--- src/rtl/soi_pkg.sv ---
// Shared types, default widths and helpers for the SoI sample scheduler.
package soi_pkg;

  localparam int DEF_N_SRC  = 4;
  localparam int DEF_DATA_W = 32;
  localparam int DEF_TS_W   = 32;
  localparam int DEF_CNT_W  = 16;
  localparam int DEF_SRC_W  = $clog2(DEF_N_SRC);

  // Record handed to the DPI bridge, at the default widths.
  typedef struct packed {
    logic [DEF_SRC_W-1:0]  src;
    logic [DEF_TS_W-1:0]   ts;
    logic [DEF_DATA_W-1:0] data;
  } soi_rec_t;

  // Output register state: EMPTY has no record, HOLD presents one.
  typedef enum logic {
    OUT_EMPTY = 1'b0,
    OUT_HOLD  = 1'b1
  } out_state_e;

  // a + b clamped to max_v; operands are zero-extended by the caller.
  function automatic logic [31:0] sat_add(input logic [31:0] a,
                                          input logic [31:0] b,
                                          input logic [31:0] max_v);
    logic [32:0] sum;
    sum = {1'b0, a} + {1'b0, b};
    if (sum > {1'b0, max_v}) return max_v;
    return sum[31:0];
  endfunction

endpackage

--- src/rtl/soi_sample_sched_if.sv ---
// Record channel from the scheduler to the DPI bridge.
//
// Handshake: a record transfers on every rising clk edge where out_valid and
// out_ready are both high. While out_valid is high and out_ready is low the
// master keeps out_src/out_ts/out_data stable. out_valid never depends
// combinationally on out_ready. out_* carry no meaning while out_valid is low.
interface soi_sample_sched_if
  import soi_pkg::*;
#(
  parameter int SRC_W  = DEF_SRC_W,
  parameter int TS_W   = DEF_TS_W,
  parameter int DATA_W = DEF_DATA_W
);
  logic              out_valid;
  logic              out_ready;
  logic [SRC_W-1:0]  out_src;
  logic [TS_W-1:0]   out_ts;
  logic [DATA_W-1:0] out_data;

  modport master (output out_valid, output out_src, output out_ts,
                  output out_data, input out_ready);
  modport slave  (input out_valid, input out_src, input out_ts,
                  input out_data, output out_ready);
endinterface

--- src/rtl/soi_rr_arb.sv ---
// Combinational round-robin picker: first requester at or above rr_ptr, with wrap.
module soi_rr_arb
  import soi_pkg::*;
#(
  parameter int N_SRC = DEF_N_SRC,
  parameter int SRC_W = $clog2(N_SRC)
) (
  input  logic [N_SRC-1:0] req,
  input  logic [SRC_W-1:0] rr_ptr,
  output logic             grant_valid,
  output logic [SRC_W-1:0] grant_idx
);

  // Scan N_SRC positions starting at rr_ptr; the first hit wins.
  always_comb begin
    int         pos;
    logic [SRC_W-1:0] idx;
    grant_valid = 1'b0;
    grant_idx   = '0;
    pos         = 0;
    idx         = '0;
    for (int k = 0; k < N_SRC; k++) begin
      pos = int'(rr_ptr) + k;
      if (pos >= N_SRC) pos = pos - N_SRC;
      idx = SRC_W'(pos);
      if (!grant_valid && req[idx]) begin
        grant_valid = 1'b1;
        grant_idx   = idx;
      end
    end
  end

endmodule

--- src/rtl/soi_sample_sched.sv ---
// Shares one DPI observation channel among N_SRC SoI sources: one holding
// slot per source, timestamping, round-robin arbitration and a one-record
// output register with a valid/ready handshake.
module soi_sample_sched
  import soi_pkg::*;
#(
  parameter int N_SRC  = DEF_N_SRC,
  parameter int DATA_W = DEF_DATA_W,
  parameter int TS_W   = DEF_TS_W,
  parameter int CNT_W  = DEF_CNT_W,
  parameter int SRC_W  = $clog2(N_SRC)
) (
  input  logic                    clk,
  input  logic                    rst,
  input  logic [N_SRC-1:0]        src_en,
  input  logic [N_SRC-1:0]        src_valid,
  input  logic [N_SRC*DATA_W-1:0] src_data,
  soi_sample_sched_if.master      out_if,
  output logic [CNT_W-1:0]        drop_cnt,
  output logic                    busy,
  output out_state_e              dbg_state
);

  typedef struct packed {
    logic [TS_W-1:0]   ts;
    logic [DATA_W-1:0] data;
  } slot_t;

  typedef struct packed {
    logic [SRC_W-1:0]  src;
    logic [TS_W-1:0]   ts;
    logic [DATA_W-1:0] data;
  } rec_t;

  localparam logic [CNT_W-1:0] CNT_MAX = '1;

  slot_t            slot_q [N_SRC];
  slot_t            slot_d [N_SRC];
  logic [N_SRC-1:0] full_q, full_d;
  logic [TS_W-1:0]  ts_q, ts_d;
  logic [SRC_W-1:0] rr_q, rr_d;
  out_state_e       state_q, state_d;
  rec_t             out_q, out_d;
  logic [CNT_W-1:0] drop_q, drop_d;

  logic             grant_valid;
  logic [SRC_W-1:0] grant_idx;
  logic             handshake;
  logic             grant_en;
  logic             grant;
  logic [N_SRC-1:0] cap;
  logic [N_SRC-1:0] freed;
  logic [SRC_W:0]   n_drop;

  soi_rr_arb #(
    .N_SRC (N_SRC),
    .SRC_W (SRC_W)
  ) u_arb (
    .req         (full_q),
    .rr_ptr      (rr_q),
    .grant_valid (grant_valid),
    .grant_idx   (grant_idx)
  );

  // Output FSM next state, output-register load and round-robin pointer advance.
  always_comb begin
    handshake = (state_q == OUT_HOLD) && out_if.out_ready;
    grant_en  = (state_q == OUT_EMPTY) || handshake;
    grant     = grant_en && grant_valid;
    state_d   = state_q;
    out_d     = out_q;
    rr_d      = rr_q;
    if (grant) begin
      state_d    = OUT_HOLD;
      out_d.src  = grant_idx;
      out_d.ts   = slot_q[grant_idx].ts;
      out_d.data = slot_q[grant_idx].data;
      rr_d       = (grant_idx == SRC_W'(N_SRC - 1)) ? '0 : grant_idx + SRC_W'(1);
    end else if (handshake) begin
      state_d = OUT_EMPTY;
    end
  end

  // Slot capture/release and drop counting; a slot granted this cycle may refill at once.
  always_comb begin
    full_d = full_q;
    slot_d = slot_q;
    n_drop = '0;
    freed  = '0;
    cap    = src_en & src_valid;
    for (int i = 0; i < N_SRC; i++) begin
      if (grant && (grant_idx == SRC_W'(i))) begin
        freed[i]  = 1'b1;
        full_d[i] = 1'b0;
      end
      if (cap[i]) begin
        if (!full_q[i] || freed[i]) begin
          full_d[i]      = 1'b1;
          slot_d[i].ts   = ts_q;
          slot_d[i].data = src_data[i*DATA_W +: DATA_W];
        end else begin
          n_drop = n_drop + (SRC_W+1)'(1);
        end
      end
    end
    drop_d = CNT_W'(sat_add(32'(drop_q), 32'(n_drop), 32'(CNT_MAX)));
    ts_d   = ts_q + TS_W'(1);
  end

  // Control state with synchronous reset; reset drops every pending sample.
  always_ff @(posedge clk) begin
    if (rst) begin
      state_q <= OUT_EMPTY;
      out_q   <= '0;
      full_q  <= '0;
      rr_q    <= '0;
      ts_q    <= '0;
      drop_q  <= '0;
    end else begin
      state_q <= state_d;
      out_q   <= out_d;
      full_q  <= full_d;
      rr_q    <= rr_d;
      ts_q    <= ts_d;
      drop_q  <= drop_d;
    end
  end

  // Slot payload needs no reset: it is only read while its full bit is set.
  always_ff @(posedge clk) begin
    slot_q <= slot_d;
  end

  assign out_if.out_valid = (state_q == OUT_HOLD);
  assign out_if.out_src   = out_q.src;
  assign out_if.out_ts    = out_q.ts;
  assign out_if.out_data  = out_q.data;
  assign drop_cnt         = drop_q;
  assign busy             = (|full_q) || (state_q == OUT_HOLD);
  assign dbg_state        = state_q;

endmodule

--- src/flat_wrapper.sv ---
// flat-port wrapper written by rule: the top's interface ports become plain ports
module soi_sample_sched_flat import soi_pkg::*;
#(
  parameter int N_SRC  = DEF_N_SRC,
  parameter int DATA_W = DEF_DATA_W,
  parameter int TS_W   = DEF_TS_W,
  parameter int CNT_W  = DEF_CNT_W,
  parameter int SRC_W  = $clog2(N_SRC)
)
  (clk, rst, src_en, src_valid, src_data, drop_cnt, busy, dbg_state, out_if_out_valid, out_if_out_src, out_if_out_ts, out_if_out_data, out_if_out_ready);
  soi_sample_sched_if #(.SRC_W(SRC_W), .TS_W(TS_W), .DATA_W(DATA_W)) out_if_i ();
  input  logic clk;
  input  logic rst;
  input  logic [N_SRC-1:0] src_en;
  input  logic [N_SRC-1:0] src_valid;
  input  logic [N_SRC*DATA_W-1:0] src_data;
  output logic [CNT_W-1:0] drop_cnt;
  output logic busy;
  output out_state_e dbg_state;
  output wire logic [$bits(out_if_i.out_valid)-1:0] out_if_out_valid;
  output wire logic [$bits(out_if_i.out_src)-1:0] out_if_out_src;
  output wire logic [$bits(out_if_i.out_ts)-1:0] out_if_out_ts;
  output wire logic [$bits(out_if_i.out_data)-1:0] out_if_out_data;
  input wire logic [$bits(out_if_i.out_ready)-1:0] out_if_out_ready;
  assign out_if_out_valid = out_if_i.out_valid;
  assign out_if_out_src = out_if_i.out_src;
  assign out_if_out_ts = out_if_i.out_ts;
  assign out_if_out_data = out_if_i.out_data;
  assign out_if_i.out_ready = out_if_out_ready;
  soi_sample_sched #(.N_SRC(N_SRC), .DATA_W(DATA_W), .TS_W(TS_W), .CNT_W(CNT_W), .SRC_W(SRC_W)) u_core (.clk(clk), .rst(rst), .src_en(src_en), .src_valid(src_valid), .src_data(src_data), .out_if(out_if_i), .drop_cnt(drop_cnt), .busy(busy), .dbg_state(dbg_state));
endmodule
--- config.mk ---
export PLATFORM = sky130hd
export DESIGN_NAME = soi_sample_sched_flat
export DESIGN_NICKNAME = d
export VERILOG_FILES = /design/src/rtl/soi_pkg.sv /design/src/rtl/soi_sample_sched_if.sv /design/src/rtl/soi_rr_arb.sv /design/src/rtl/soi_sample_sched.sv /design/src/flat_wrapper.sv
export SDC_FILE = /design/constraint.sdc
export NUM_CORES = 1
export LEC_CHECK = 0
export CAP_MARGIN = 20
export CORE_MARGIN = 2
export CORE_UTILIZATION = 53
export CTS_CLUSTER_SIZE = 28
export DETAILED_ROUTE_END_ITERATION = 10
export GPL_TIMING_DRIVEN = 0
export PLACE_DENSITY = 0.89
export SLEW_MARGIN = 20
export SYNTH_ARGS = -nofsm -noshare
export SYNTH_HDL_FRONTEND = slang
export SYNTH_HIERARCHICAL = 1
export SYNTH_SLANG_ARGS = --single-unit
--- constraint.sdc ---
create_clock -name clk -period 6.9 [get_ports clk]
set_input_delay 1.38 -clock clk [delete_from_list [all_inputs] [get_ports clk]]
set_output_delay 1.38 -clock clk [all_outputs]
set_load 0.01 [all_outputs]
==> reports/results.txt <==
Worst-Skew Late Latency - 520 ps
Final WS setup - 909 ps
Setup TNS - 0 ps
Setup violators final - 0
CTS tree - done
Period utilisation layout - 0.868
Synth-to-layout area growth - 29.3%
Reg2Reg Capture Point - u_core/drop_cnt[11]
Die Y - 168 um
Cell mode on critical path - ha_1
Number of synthesized register bits - 377
Required @ worst endpoint - 7260 ps
CTS Buffer Depth - 3
Final nets - 1375
Minimum clock period - 5990 ps
Largest net degree at the start of global routing - 24
Die X - 168 um
Yosys warning total - 6
CP bufs+invs - 3
Max H-tree Level - 2
DR pass1 iterations - 7
Unrepaired setup endpoints after global routing - false
Max VDD drop - 0.199 mV
Crit path depth - 21
Top cell type by total area after synthesis - edfxtp_1
Hold Path Depth - 2
Cells after Synth - 950
Hold EP - u_core/out_if.out_data[9]
Initial core utilization - 0.543
Reg clk slew, reported paths - 60 ps
Placer Congestion - 0.810
Pre-CTS WS - 969 ps
CP max-delay cell - buf_1
Total CTS buffers - 39
Port Buffer Count - 222
Type of the most critical hold path - register to register
Synth top cells by count - edfxtp_1, nand2_1, dfxtp_1
Largest delay contributor family on the critical path - compound AO/OA/AOI/OAI gates
DP Area - 17100 um^2
Avg Inst Size Synth - 14.9 um^2
Max Slew Vio Count - 0
Share of the synthesized area in the top cell type - 0.542
R2R depth - 21
Post-Layout Cell Count - 1589
Status - complete, no violations
First-pass GRT wire length - 53900 um
Top post-synthesis cells by area - edfxtp_1, dfxtp_1, mux4_2, nand2_1, a21oi_1
Crit path kind - register to register
Count leader, synth - edfxtp_1
Die area - 28100 um^2
GRT overflow - 0
Drc violations - 0
Initial antenna violation count - 1
Crit path launch type - register
Drt via density - 5.79
Crit path max fanout - 10
Fmax - 0.167 GHz
Wire per inst - 22.6 um
Ys async rst share - 0
CP cell instances - a21oi_1 -> o21ai_0 -> a21oi_1 -> buf_2 -> buf_1 -> inv_1 -> ha_1 -> a21boi_1 -> ha_1 -> nand2_1 -> o31ai_1 -> ha_1 -> mux2_2 -> ha_1 -> mux2_2 -> ha_1 -> a21o_1 -> a21oi_1 -> nor3_1 -> xnor2_1 -> a21oi_1
Reg2Reg Setup Slack - 910 ps
ANT nets after route - 0
Vias - 9200
Max_cap viols - 0
Core Rows - 59
I/O Pins - 224
1st-iter DRT viols - 834
Critical Path Sink Type - register
Ratio of cells with drive above 1 in the final layout - 0.124
PostCTS Resize Cnt - 0
# placed instances - 1518
Reg2Reg Launch Point - u_core/full_q[0]
Final Cell Area - 18300 um^2
Pwr/cell area - 292 nW/um^2
Vias in the first global route - 9606
Top FF cell, synth - edfxtp_1
Synthesized cell area - 14200 um^2
Clock root cell - clkbuf_16
Hold buffer count at cts - 0
CTS Sinks - 377
Syn_nets - 1101
Post-synthesis sequential area ratio - 0.713
Total GRT Usage - 0.255
Worst relative slew slack - 0.410
Pleak - 6.30 nW
Setup Buffers After CTS - 0
Worst Path Arrival - 6350 ps
Layout Skew - 12.5 ps
Total wire length - 36000 um
Placeable core area - 26100 um^2
Post-synth EDFFs - 256
Hold Fails Final Rpt - 0
Delay of the slowest critical-path stage - 510 ps
Critical hold path startpoint - u_core/out_if.out_data[9]
Library cells used by synthesis - 41
Worst slew pin tran - 885 ps
DP Wirelength - 24300 um
logic make-up after synthesis:
logic type / after synthesis / synth area share
AO/OA/AOI/OAI: 105 / 0.0391
XOR/XNOR: 41 / 0.0253
adder cells (fa/ha/maj): 12 / 0.0111
buffers and inverters: 63 / 0.0189
flip-flops: 377 / 0.713
multiplexers: 69 / 0.105
AND/OR/NAND/NOR: 283 / 0.0872
per-stage QoR:
step / power [W] / hold slack [ps] / utilization
6_report: 0.00535 / 453 / 0.702
5_1_grt: 0.00553 / 476 / 0.702
4_1_cts: 0.00538 / 454 / 0.702
3_5_place_dp: 0.00336 / 446 / 0.654
3_3_place_gp: 0.00332 / 442 / 0.644
2_1_floorplan: 0.00301 / 460 / -
worst register-to-register path: stages, from the launching register on:
cell and delay [ps]:
dfxtp_1 360, a21oi_1 170, o21ai_0 90, a21oi_1 440, buf_2 450, buf_1 520
inv_1 160, ha_1 220, a21boi_1 350, ha_1 330, nand2_1 80, o31ai_1 120
ha_1 300, mux2_2 290, ha_1 320, mux2_2 270, ha_1 270, a21o_1 180
a21oi_1 510, nor3_1 150, xnor2_1 160, a21oi_1 80
layout by cell type (no fill, tap or decap), drive strengths merged, types with 7 or more instances in the layout:
cell and n:
nor2 50, edfxtp 256, xnor2 13, a21oi 90
nand2 164, inv 15, clkbuf 79, and3 7
mux4 64, clkinv 13, buf 31, nand4 14
nor3 8, xor2 28, nand3 17, dfxtp 121
ha 11, clkdlybuf4s50 222
layout make-up:
cell class | count | area [um^2]
Sequential cell | 377 | 10100
Multi-Input combinational cell | 510 | 3830
Clock buffer | 50 | 1060
Tap cell | 335 | 419
Antenna cell | 1 | 2.50
Buffer | 49 | 215
Timing Repair Buffer | 233 | 2470
Fill cell | 1682 | 7790
Inverter | 14 | 52.6
Clock inverter | 20 | 179
flip-flops by register name, indices dropped and copies added (netlist names):
name	count
u_core/rr_q	2
u_core/out_if.out_data	32
u_core/out_if.out_src	2
u_core/ts_q	32
u_core/slot_q	256
u_core/out_if.out_ts	32
u_core/full_q	4
u_core/dbg_state	1
u_core/drop_cnt	16
metal layers:
layer  up-vias  global-route usage  wire [um]
met1      4628               0.305      13500
met5         -                   0          0
met3        79              0.0501       2540
li1       4053                   -          -
met2       440               0.457      18800
met4         0               0.102       1160
power breakdown:
| group | switching, W | internal, W | total (W) |
|---|---|---|---|
| registers | 0.0000588 | 0.00254 | 0.00260 |
| clock network | 0.000840 | 0.00119 | 0.00204 |
| logic | 0.000360 | 0.000358 | 0.000718 |
how the worst max path moves through the flow:
| stage | from | endpoint | slack (ps) |
|---|---|---|---|
| after CTS | u_core/full_q[0] | u_core/drop_cnt[11] | 960 |
| after global routing | u_core/full_q[0] | u_core/drop_cnt[5] | 530 |
| final | u_core/full_q[0] | u_core/drop_cnt[11] | 910 |
| after global placement | out_if_out_ready | u_core/slot_q[27] | -1400 |
| after detailed placement | out_if_out_ready | u_core/drop_cnt[11] | 970 |
| after floorplan | out_if_out_ready | u_core/slot_q[0] | 1630 |
No activity file was read; power rests on OpenSTA's default activity.
